**src/rtl/tdm_demux4.sv**
```systemverilog
// -----------------------------------------------------------------------------
// tdm_demux4
//
// Four-slot time-division demultiplexer. One shared data lane carries four
// channels in a repeating frame of slots 0..3. Slot 0 is marked by a sync
// strobe. The block tracks the slot position and steers each beat into that
// channel's staging register. Each completed frame is presented as four
// parallel channel outputs under a valid/ready handshake.
//
// Ports
//   clk        rising-edge clock
//   reset_n    asynchronous active-low reset
//   in_valid   beat present on in_data this cycle
//   in_sync    marks the beat as slot 0 (ignored when in_valid=0)
//   in_data    slot sample, WIDTH bits
//   out_ready  consumer accepts the presented frame
//   out0..out3 channel 0..3 samples of the last delivered frame
//   out_valid  out0..out3 hold an unconsumed frame
//   locked     frame alignment acquired (LOCKED state)
//   slot       slot index expected for the next beat
//   sync_err   one-cycle pulse after a framing violation
//   overrun    sticky; a completed frame was dropped (cleared by reset only)
// -----------------------------------------------------------------------------
module tdm_demux4 #(
  parameter int WIDTH = 8
) (
  input  logic             clk,
  input  logic             reset_n,
  input  logic             in_valid,
  input  logic             in_sync,
  input  logic [WIDTH-1:0] in_data,
  input  logic             out_ready,
  output logic [WIDTH-1:0] out0,
  output logic [WIDTH-1:0] out1,
  output logic [WIDTH-1:0] out2,
  output logic [WIDTH-1:0] out3,
  output logic             out_valid,
  output logic             locked,
  output logic [1:0]       slot,
  output logic             sync_err,
  output logic             overrun
);

  typedef enum logic {
    HUNT   = 1'b0,
    LOCKED = 1'b1
  } state_e;

  state_e                  state_q, state_d;
  logic [1:0]              slot_q, slot_d;
  // Slot 3 needs no staging register: it is taken straight from in_data
  // on the completing beat.
  logic [2:0][WIDTH-1:0]   stage_q, stage_d;
  logic [3:0][WIDTH-1:0]   frame_q, frame_d;
  logic                    out_valid_q, out_valid_d;
  logic                    sync_err_q, sync_err_d;
  logic                    overrun_q, overrun_d;

  logic                    frame_done;
  logic                    frame_load;

  // ---------------------------------------------------------------------------
  // Next-state logic: slot tracking, staging, frame delivery
  // ---------------------------------------------------------------------------
  always_comb begin
    // NOTE: every variable gets a default before any branch so that no path
    // leaves it unassigned; an unassigned path would infer a latch.
    state_d     = state_q;
    slot_d      = slot_q;
    stage_d     = stage_q;
    frame_d     = frame_q;
    out_valid_d = out_valid_q;
    overrun_d   = overrun_q;
    sync_err_d  = 1'b0;
    frame_done  = 1'b0;
    frame_load  = 1'b0;

    if (in_valid) begin
      case (state_q)
        HUNT: begin
          if (in_sync) begin
            stage_d[0] = in_data;
            state_d    = LOCKED;
            slot_d     = 2'd1;
          end
        end

        LOCKED: begin
          if (in_sync) begin
            // Sync at slot 0 is the normal frame start. Sync anywhere else
            // is an early sync: the partial frame is abandoned and this beat
            // restarts the frame.
            sync_err_d = (slot_q != 2'd0);
            stage_d[0] = in_data;
            slot_d     = 2'd1;
          end else if (slot_q == 2'd0) begin
            // Missing sync: alignment is lost, hunt for the next strobe.
            sync_err_d = 1'b1;
            state_d    = HUNT;
            slot_d     = 2'd0;
          end else begin
            case (slot_q)
              2'd1:    stage_d[1] = in_data;
              2'd2:    stage_d[2] = in_data;
              default: frame_done = 1'b1;
            endcase
            slot_d = slot_q + 2'd1;
          end
        end

        default: begin
          state_d = HUNT;
          slot_d  = 2'd0;
        end
      endcase
    end

    // A completed frame loads if the output register is free or is being
    // consumed on this same edge; otherwise it is dropped.
    frame_load = frame_done && (!out_valid_q || out_ready);

    if (frame_load) begin
      frame_d[0]  = stage_q[0];
      frame_d[1]  = stage_q[1];
      frame_d[2]  = stage_q[2];
      frame_d[3]  = in_data;
      out_valid_d = 1'b1;
    end else begin
      if (out_valid_q && out_ready) begin
        out_valid_d = 1'b0;
      end
      if (frame_done) begin
        overrun_d = 1'b1;
      end
    end
  end

  // ---------------------------------------------------------------------------
  // State registers
  // ---------------------------------------------------------------------------
  // NOTE: the staging and output data registers are reset along with the
  // control state, so every output is defined from reset onward.
  always_ff @(posedge clk or negedge reset_n) begin
    if (!reset_n) begin
      state_q     <= HUNT;
      slot_q      <= 2'd0;
      stage_q     <= '0;
      frame_q     <= '0;
      out_valid_q <= 1'b0;
      sync_err_q  <= 1'b0;
      overrun_q   <= 1'b0;
    end else begin
      // NOTE: non-blocking assignments so every register samples the
      // pre-edge values, independent of statement order.
      state_q     <= state_d;
      slot_q      <= slot_d;
      stage_q     <= stage_d;
      frame_q     <= frame_d;
      out_valid_q <= out_valid_d;
      sync_err_q  <= sync_err_d;
      overrun_q   <= overrun_d;
    end
  end

  assign out0      = frame_q[0];
  assign out1      = frame_q[1];
  assign out2      = frame_q[2];
  assign out3      = frame_q[3];
  assign out_valid = out_valid_q;
  assign locked    = (state_q == LOCKED);
  assign slot      = slot_q;
  assign sync_err  = sync_err_q;
  assign overrun   = overrun_q;

endmodule

```
**config.mk**
```make
export PLATFORM = sky130hd
export DESIGN_NAME = tdm_demux4
export DESIGN_NICKNAME = d
export VERILOG_FILES = /design/src/rtl/tdm_demux4.sv
export SDC_FILE = /design/constraint.sdc
export NUM_CORES = 1
export LEC_CHECK = 0
export BUFFER_PORTS_ARGS = -buffer_cell sky130_fd_sc_hd__buf_2
export CELL_PAD_IN_SITES_DETAIL_PLACEMENT = 1
export CELL_PAD_IN_SITES_GLOBAL_PLACEMENT = 1
export CORE_MARGIN = 2
export CORE_UTILIZATION = 40
export DETAILED_ROUTE_END_ITERATION = 10
export PLACE_DENSITY_LB_ADDON = 0.1
export RECOVER_POWER = 50
export SETUP_SLACK_MARGIN = 0.02
export SKIP_CTS_REPAIR_TIMING = 1
export SLEW_MARGIN = 20
export SYNTH_ARGS = -nofsm -noshare
export SYNTH_HDL_FRONTEND = slang
export SYNTH_SLANG_ARGS = --single-unit
```
**constraint.sdc**
```tcl
create_clock -name clk -period 1.7 [get_ports clk]
set_input_delay 0.085 -clock clk [delete_from_list [all_inputs] [get_ports clk]]
set_output_delay 0.085 -clock clk [all_outputs]
set_load 0.05 [all_outputs]
```
==> results of run 1 <==
-- per-stage QoR --
stage	utilization (%)	instances
finish	50.7	296
global route	50.7	296
CTS	50.4	293
detailed placement	47.0	277
global placement	47.0	277
floorplan	-	151
-- cells in the mapped netlist (all sizes together) --
cell type / n / area share (%)
dfrtp: 62 / 60
nand3: 1 / 0.19
nor2b: 1 / 0.34
buf: 6 / 3.2
a21oi: 1 / 0.19
and3: 1 / 0.24
mux2: 56 / 29
o2bb2ai: 1 / 0.34
o21bai: 1 / 0.29
nand2b: 1 / 0.24
nand4b: 1 / 0.91
nand4: 2 / 0.96
nor2: 1 / 0.14
a31oi: 1 / 0.24
ha: 6 / 2.9
a32oi: 1 / 0.34
inv: 4 / 0.58
nand2: 2 / 0.29
o21ai: 2 / 0.38
-- worst paths after layout --
check / start / slack (ns) / end / cells after the start
max: slot[1] / 0.07 / stage_q[12] / 6
min: in_data[6] / 0.02 / out3[6] / 2
max reg2reg: slot[1] / 0.07 / stage_q[12] / 6
min reg2reg: overrun / 0.48 / overrun / 1
max in group asynchronous: reset_n / 0.61 / slot[1] / 3
min in group asynchronous: reset_n / 0.49 / out2[7] / 3
-- cell type report --
class                      count  share of cell area [%]
clock buffer                  12                    4.54
clock inverter                 4                    2.19
sequential                    62                    48.6
timing repair buffer          58                    10.2
multi-input combinational     79                    31.0
inverter                       4                   0.469
tap                           77                    3.01
-- power groups by stage --
stage | Combinational [W] | Sequential (W) | Clock (W)
after floorplan | 0.000998 | 0.00375 | 0
after global placement | 0.00294 | 0.00240 | 0
after detailed placement | 0.00301 | 0.00243 | 0
after CTS | 0.00301 | 0.00241 | 0.00147
after global routing | 0.00313 | 0.00248 | 0.00156
final | 0.00300 | 0.00241 | 0.00142
-- worst max-delay path, stage by stage, from the launching register on --
cell and delay [ns]:
dfrtp_2 0.43, inv_1 0.13, ha_2 0.20, inv_1 0.06
ha_4 0.18, nand4_4 0.15, mux2_2 0.36
-- cell families after synthesis --
logic type / share of synthesized area [%]
AO/OA/AOI/OAI: 1.78
adder cells (fa/ha/maj): 2.89
buffers and inverters: 3.80
flip-flops: 59.6
multiplexers: 28.6
AND/OR/NAND/NOR: 3.32
-- state kept, by name, summed over array words and instances (netlist names) --
signal     cells
stage_q       24
out0           8
out1           8
out2           8
out3           8
slot           2
locked         1
out_valid      1
overrun        1
sync_err       1
-- per-layer routing --
| metal | up-vias | GRT usage (%) | share of wire [%] |
|---|---|---|---|
| met5 | - | 0 | 0 |
| met2 | 35 | 25.1 | 50 |
| li1 | 656 | - | - |
| met3 | 11 | 4.03 | 3.8 |
| met4 | 0 | 9.52 | 2.6 |
| met1 | 750 | 19.9 | 44 |
==> flow_metrics.py, run 1 <==
metrics = {
    "finish": {
        "final_common_cell": "dfrtp_1",
        "fill_cells": 644,
        "final_cell_mix": "dfrtp_1, buf_2, mux2_4",
        "area_growth_pct": 23.0,
        "design_area_mm2": 0.00320,
        "drive_gt1_share_pct": 58.0,
        "area.sequential_mm2": 0.00156,
        "nNetsFinal": 233,
        "multi_input_area_um2": 992,
        "diodes": 0,
    },
    "logic_synthesis": {
        "ys_seq_area_share_pct": 59.6,
        "synthCells": 151,
        "syn_avg_cell_area_um2": 17.2,
        "synth_seq_cells": 62,
        "ys_types": 23,
        "yosysWarnings": 0,
        "netlist_area_mm2": 0.00260,
        "synth_fp_nets": 170,
    },
    "floorplanning": {
        "die_y_um": 84.6,
        "core_area_mm2": 0.00631,
        "num_rows": 29,
        "dieArea_mm2": 0.00716,
        "start_util_pct": 41.2,
        "dieWidth_um": 84.6,
        "pin_count": 51,
    },
    "placed_design": {
        "pre_cts_slack_ns": 0.00815,
        "dp_hpwl_um": 3410,
        "place_area_mm2": 0.00297,
        "routabilityCongestion": 0.691,
        "port_buffers": 50,
    },
    "detailed_routing": {
        "wl_per_cell_um": 17.4,
        "vias": 1452,
        "viasPerCell": 4.91,
        "drc": 0,
        "final_antenna_net_count": 0,
        "totalWireLength_um": 5160,
        "drt_first_pass_iters": 4,
        "first_iter_violations": 21,
    },
    "sta": {
        "hold_ws_ns": 0.0180,
        "fmax_mhz": 614,
        "slew_viol_final": 0,
        "worst_pin_slew_ns": 0.838,
        "max_slew_margin_pct": 44.1,
        "tns_ns": 0,
        "final.period_utilization_pct": 95.7,
        "finalHoldViolCount": 0,
        "final.setup.worst_slack_ns": 0.0725,
        "finalClockSkew_ns": 0.00668,
        "period_minus_slack_ns": 1.63,
        "rsz0062_at_grt": "yes",
        "setup_viol": 0,
    },
    "critical_path": {
        "critPathLaunchType": "register",
        "crit_arrival_ns": 1.85,
        "required_ns": 1.93,
        "path_max_fanout": 8,
        "worst_setup_path_end_kind": "register",
        "crit_type": "reg -> reg",
    },
    "power": {
        "p_int_w": 0.00397,
        "power_switching_w": 0.00285,
        "p_seq_share_pct": 35.2,
        "power_density_mw_per_mm2": 2130,
        "vdd_drop_max_uv": 1040,
        "p_comb_share_pct": 43.9,
        "pwr-share-clk_pct": 20.9,
        "power_leakage_nw": 1.56,
        "finalPower_w": 0.00682,
        "switching_share_pct": 41.8,
    },
    "global_routing": {
        "grt_max_degree": 63,
        "antenna_found_initial": 0,
        "first_global_vias": 1644,
        "grt_overflow": 0,
        "grt_first_pass_wirelength_um": 8580,
        "grt_use_total_pct": 16.0,
    },
    "cts": {
        "clockBufferDepth": 2,
        "path_clk_slew_ns": 0.07,
        "numClockSinks": 62,
        "htreeDepth": 3,
        "cts_made_buffers": 9,
        "root_buffer": "clkbuf_8",
        "cts_tree": "done",
        "clock_latency_ns": 0.34,
    },
    "worst_hold_path": {
        "hold_class": "in -> reg",
    },
    "outcome": {
        "status": "finished clean",
    },
    "run": {
        "drv_cap": 0,
    },
}
Power figures use the tool's default switching activity.
==> run 2, diff against run 1 <==
Settings changed: CTS_BUF_LIST set to sky130_fd_sc_hd__clkbuf_16.
==> run 2 against run 1 <==
Net effect:
- setup slack worse by 0.020 ns
- core utilization up 1.4 points
- sequential power about the same
- routed wire length up 0.16%
- power up 6.7%
- via count up 0.34%
- combinational power about the same
- register-to-register slack worse by 0.02 ns
- first-iteration DRC count down 9.5%
==> flow_metrics.py, run 2 (same netlist as run 1, synthesis figures left out) <==
metrics = {
    "outcome": {
        "status": "finished clean",
    },
    "critical_path": {
        "cp_num_buf_inv": 2,
        "reg2regPathDepth": 6,
        "r2r_setup_slack_ns": 0.05,
        "crit_type": "reg -> reg",
        "path_max_fanout": 8,
        "required_ns": 1.90,
        "worst_setup_path_end_kind": "register",
        "crit_family": "flip-flops",
        "rr_startpoint": "slot[1]",
        "reg2reg_to": "stage_q[12]",
        "cpMaxStageDelayCell": "dfrtp_2",
        "crit_path_frequent_cell": "inv_1",
        "max_stage_delay_ns": 0.42,
        "crit_arrival_ns": 1.84,
        "path_cells": "inv_1, ha_2, inv_1, ha_4, nand4_4, mux2_2",
        "critPathLaunchType": "register",
    },
    "detailed_routing": {
        "wl_per_cell_um": 17.5,
        "drc": 0,
        "viasPerCell": 4.92,
        "final_antenna_net_count": 0,
        "first_iter_violations": 19,
        "drt_first_pass_iters": 3,
        "vias": 1457,
        "totalWireLength_um": 5170,
    },
    "sta": {
        "slew_viol_final": 0,
        "finalClockSkew_ns": 0.00509,
        "setup_viol": 0,
        "finalHoldViolCount": 0,
        "worst_pin_slew_ns": 0.841,
        "final.period_utilization_pct": 96.9,
        "rsz0062_at_grt": "yes",
        "max_slew_margin_pct": 43.9,
        "period_minus_slack_ns": 1.65,
        "final.setup.worst_slack_ns": 0.0521,
        "fmax_mhz": 607,
        "hold_ws_ns": 0.0430,
    },
    "finish": {
        "largest_reg_flops": 24,
        "final_common_cell": "dfrtp_1",
        "final_cell_mix": "dfrtp_1, buf_2, mux2_4",
        "regMostFlops": "stage_q",
        "nNetsFinal": 233,
        "design_area_mm2": 0.00329,
        "drive_gt1_share_pct": 58.0,
        "area_growth_pct": 26.5,
        "layout.cells.non_filler": 296,
        "diodes": 0,
    },
    "placed_design": {
        "port_buffers": 50,
        "pre_cts_slack_ns": 0.00815,
        "routabilityCongestion": 0.691,
        "place_inst": 277,
        "dp_hpwl_um": 3410,
        "place_area_mm2": 0.00297,
    },
    "global_routing": {
        "grt_max_degree": 63,
        "grt_first_pass_wirelength_um": 8630,
        "antenna_found_initial": 0,
        "grt_use_total_pct": 15.6,
        "first_global_vias": 1653,
        "grt_overflow": 0,
    },
    "cts": {
        "cts_made_buffers": 9,
        "path_clk_slew_ns": 0.05,
        "clockBufferDepth": 2,
        "htreeDepth": 3,
        "cts_tree": "done",
        "root_buffer": "clkbuf_16",
        "numClockSinks": 62,
        "clock_latency_ns": 0.31,
    },
    "floorplanning": {
        "die_y_um": 84.6,
        "core_area_mm2": 0.00631,
        "dieArea_mm2": 0.00716,
        "num_rows": 29,
        "dieWidth_um": 84.6,
        "start_util_pct": 41.2,
        "pin_count": 51,
    },
    "worst_hold_path": {
        "hold_class": "in -> reg",
        "hp-start": "in_data[6]",
        "min_delay_worst_endpoint": "out3[6]",
        "hold_depth": 2,
    },
    "power": {
        "vdd_drop_max_uv": 1020,
        "power_density_mw_per_mm2": 2210,
        "power_leakage_nw": 1.62,
    },
    "run": {
        "drv_cap": 0,
    },
}
run 2: cell types whose count changed in the layout (fill, tap and decap cells not counted), sizes merged:
cell	before	now
clkinv	2	3
clkbuf	21	18
inv	4	6
run 2: power by group:
part           internal, W  switching (W)
sequential         0.00208       0.000335
clock              0.00126       0.000613
combinational      0.00104        0.00196
run 2: worst max-delay path by stage:
stage / to / cells after the start / slack, ns / startpoint
2_1_floorplan: out0[0] / 6 / 0.0006 / slot[1]
3_3_place_gp: stage_q[22] / 6 / 0.08 / slot[0]
3_5_place_dp: stage_q[19] / 6 / 0.008 / slot[1]
4_1_cts: stage_q[12] / 6 / -0.005 / slot[1]
5_1_grt: stage_q[12] / 6 / 0.01 / slot[1]
6_report: stage_q[12] / 6 / 0.05 / slot[1]
run 2: worst reg2reg max path: cells and delay by family, from the launching register on:
| kind | cells | cell delay, ns |
|---|---|---|
| DFF | 1 | 0.42 |
| and+or+nand+nor | 1 | 0.15 |
| adders and majority gates | 2 | 0.38 |
| buffers and inverters | 2 | 0.20 |
| muxes | 1 | 0.38 |
run 2: cell type report:
cell class | instances | area [um2]
clock buffers | 9 | 225
inverters | 4 | 15.0
well taps | 77 | 96.3
flip-flops and latches | 62 | 1560
multi-input cells | 79 | 992
repair buffers | 58 | 325
fillers | 635 | 3020
clock inverters | 7 | 81.3
run 2: per-stage QoR:
stage / TNS [ns] / power (W) / utilization (%)
after floorplan: 0 / 0.00475 / -
after global placement: 0 / 0.00534 / 47.0
after detailed placement: 0 / 0.00544 / 47.0
after CTS: -0.00937 / 0.00735 / 51.9
after global routing: 0 / 0.00763 / 52.1
final: 0 / 0.00728 / 52.1
run 2: layer usage:
layer	vias up	track usage [%]	wire (um)
li1	661	-	-
met1	757	20.0	2270
met2	34	25.6	2640
met3	5	4.03	210
met4	0	6.06	53
met5	-	0	0
==> run 3, diff against run 2 <==
Settings changed: CELL_PAD_IN_SITES_DETAIL_PLACEMENT 1 to 0, CELL_PAD_IN_SITES_GLOBAL_PLACEMENT 1 to 2, CORE_UTILIZATION 40 to 39, HOLD_SLACK_MARGIN set to 0.08.
==> run 3 against run 2 <==
Net effect:
- combinational power down 1%
- non-clock buffer count grew 7
- final area up 0.65%
- critical path depth decreased by 1
- global-route usage is 0.70 points lower
- power fell by 4.3%
- maximum frequency up 1.5%
- critical endpoint is now out1[2]
==> flow_metrics.py, run 3 (same netlist as run 1, synthesis figures left out) <==
metrics = {
    "placed_design": {
        "place_inst": 278,
        "dp_hpwl_um": 3330,
        "pre_cts_slack_ns": 0.0293,
        "port_buffers": 50,
        "routabilityCongestion": 0.759,
    },
    "critical_path": {
        "rr_startpoint": "slot[0]",
        "path_max_fanout": 14,
        "max_stage_delay_ns": 0.40,
        "r2r_setup_slack_ns": 0.08,
        "required_ns": 1.90,
        "crit_type": "reg -> reg",
        "path_cells": "ha_1, nand4b_4, nor2b_4, buf_12, mux2_4",
        "critPathLaunchType": "register",
        "reg2reg_to": "out1[2]",
        "cpMaxStageDelayCell": "dfrtp_2",
        "cp_num_buf_inv": 1,
        "crit_arrival_ns": 1.82,
        "worst_setup_path_end_kind": "register",
        "crit_family": "flip-flops",
        "reg2regPathDepth": 5,
    },
    "cts": {
        "root_buffer": "clkbuf_16",
        "clock_latency_ns": 0.32,
        "clockBufferDepth": 2,
        "path_clk_slew_ns": 0.05,
        "cts_tree": "done",
        "numClockSinks": 62,
        "htreeDepth": 3,
        "cts_made_buffers": 9,
    },
    "floorplanning": {
        "num_rows": 29,
        "core_area_mm2": 0.00639,
        "pin_count": 51,
        "die_y_um": 85.7,
        "start_util_pct": 40.7,
        "dieArea_mm2": 0.00734,
        "dieWidth_um": 85.7,
    },
    "global_routing": {
        "first_global_vias": 1499,
        "grt_use_total_pct": 14.9,
        "grt_max_degree": 37,
        "grt_overflow": 0,
        "antenna_found_initial": 0,
        "grt_first_pass_wirelength_um": 8160,
    },
    "worst_hold_path": {
        "min_delay_worst_endpoint": "out_valid",
        "hold_class": "in -> reg",
        "hp-start": "out_ready",
        "hold_depth": 3,
    },
    "detailed_routing": {
        "first_iter_violations": 50,
        "final_antenna_net_count": 0,
        "viasPerCell": 4.80,
        "vias": 1455,
        "drc": 0,
        "wl_per_cell_um": 16.2,
        "totalWireLength_um": 4900,
        "drt_first_pass_iters": 3,
    },
    "finish": {
        "regMostFlops": "stage_q",
        "final_common_cell": "dfrtp_1",
        "largest_reg_flops": 24,
        "final_cell_mix": "dfrtp_1, buf_2, mux2_4",
        "fill_cells": 552,
        "nNetsFinal": 240,
        "diodes": 0,
        "final_util_pct": 51.9,
        "drive_gt1_share_pct": 54.9,
        "layout.cells.non_filler": 303,
        "area_growth_pct": 27.3,
    },
    "power": {
        "vdd_drop_max_uv": 1030,
        "power_leakage_nw": 1.59,
        "finalPower_w": 0.00697,
        "power_density_mw_per_mm2": 2100,
    },
    "sta": {
        "fmax_mhz": 616,
        "period_minus_slack_ns": 1.62,
        "worst_pin_slew_ns": 0.869,
        "final.period_utilization_pct": 95.5,
        "final.setup.worst_slack_ns": 0.0765,
        "rsz0062_at_grt": "yes",
        "max_slew_margin_pct": 42.1,
        "finalClockSkew_ns": 0.00501,
        "setup_viol": 0,
        "finalHoldViolCount": 0,
        "slew_viol_final": 0,
        "tns_ns": 0,
    },
    "outcome": {
        "status": "finished clean",
    },
    "run": {
        "drv_cap": 0,
    },
}
==> run 3: cell types whose count changed in the layout (fill, tap and decap cells not counted), sizes merged <==
| cell | delta |
|---|---|
| inv | -2 |
| buf | -5 |
| clkbuf | +4 |
| clkinvlp | +4 |
| bufinv | -2 |
| dlygate4sd3 | +8 |
==> run 3: layer usage <==
layer	GRT usage (%)	vias up	wire length, um	part of all wire, %
li1	-	679	-	-
met1	20.0	740	2280	47
met2	22.2	32	2360	48
met3	3.95	4	195	4.0
met4	8.23	0	60	1.2
met5	0	-	0	0
==> run 3: power breakdown <==
part / switching, W / total (W) / internal [W]
registers: 0.000340 / 0.00242 / 0.00208
logic: 0.00194 / 0.00296 / 0.00103
clock network: 0.000622 / 0.00159 / 0.000968
total: 0.00290 / 0.00697 / 0.00407
==> run 3: per-stage QoR <==
stage | cell area [um2] | hold WS, ns
floorplan | 2630 | -0.211
global placement | 2960 | 0.113
detailed placement | 2960 | 0.122
CTS | 3230 | -0.227
global route | 3310 | 0.105
finish | 3310 | 0.0654
==> run 3: worst reg2reg max path: stages, from the launching register on <==
cell and delay [ns]:
dfrtp_2 0.40, ha_1 0.21, nand4b_4 0.14, nor2b_4 0.23
buf_12 0.20, mux2_4 0.33
==> run 3: how the worst max path moves through the flow <==
| stage | startpoint | endpoint | slack, ns | depth (start not counted) |
|---|---|---|---|---|
| finish | slot[0] | out1[2] | 0.08 | 5 |
| global route | slot[0] | out1[4] | 0.01 | 5 |
| CTS | slot[0] | stage_q[11] | 0.02 | 6 |
| detailed placement | slot[0] | stage_q[13] | 0.03 | 6 |
| global placement | slot[0] | stage_q[14] | 0.08 | 6 |
| floorplan | slot[1] | out0[0] | 0.0006 | 6 |
==> run 3: cell type report <==
cell class	instances	area (um2)	share of cell area, %
multi-input combinational	79	990	29.9
clock buffer	9	225	6.80
tap	77	96.3	2.91
timing repair buffer	65	389	11.7
inverter	4	15.0	0.453
clock inverter	7	41.3	1.25
sequential	62	1560	47.0
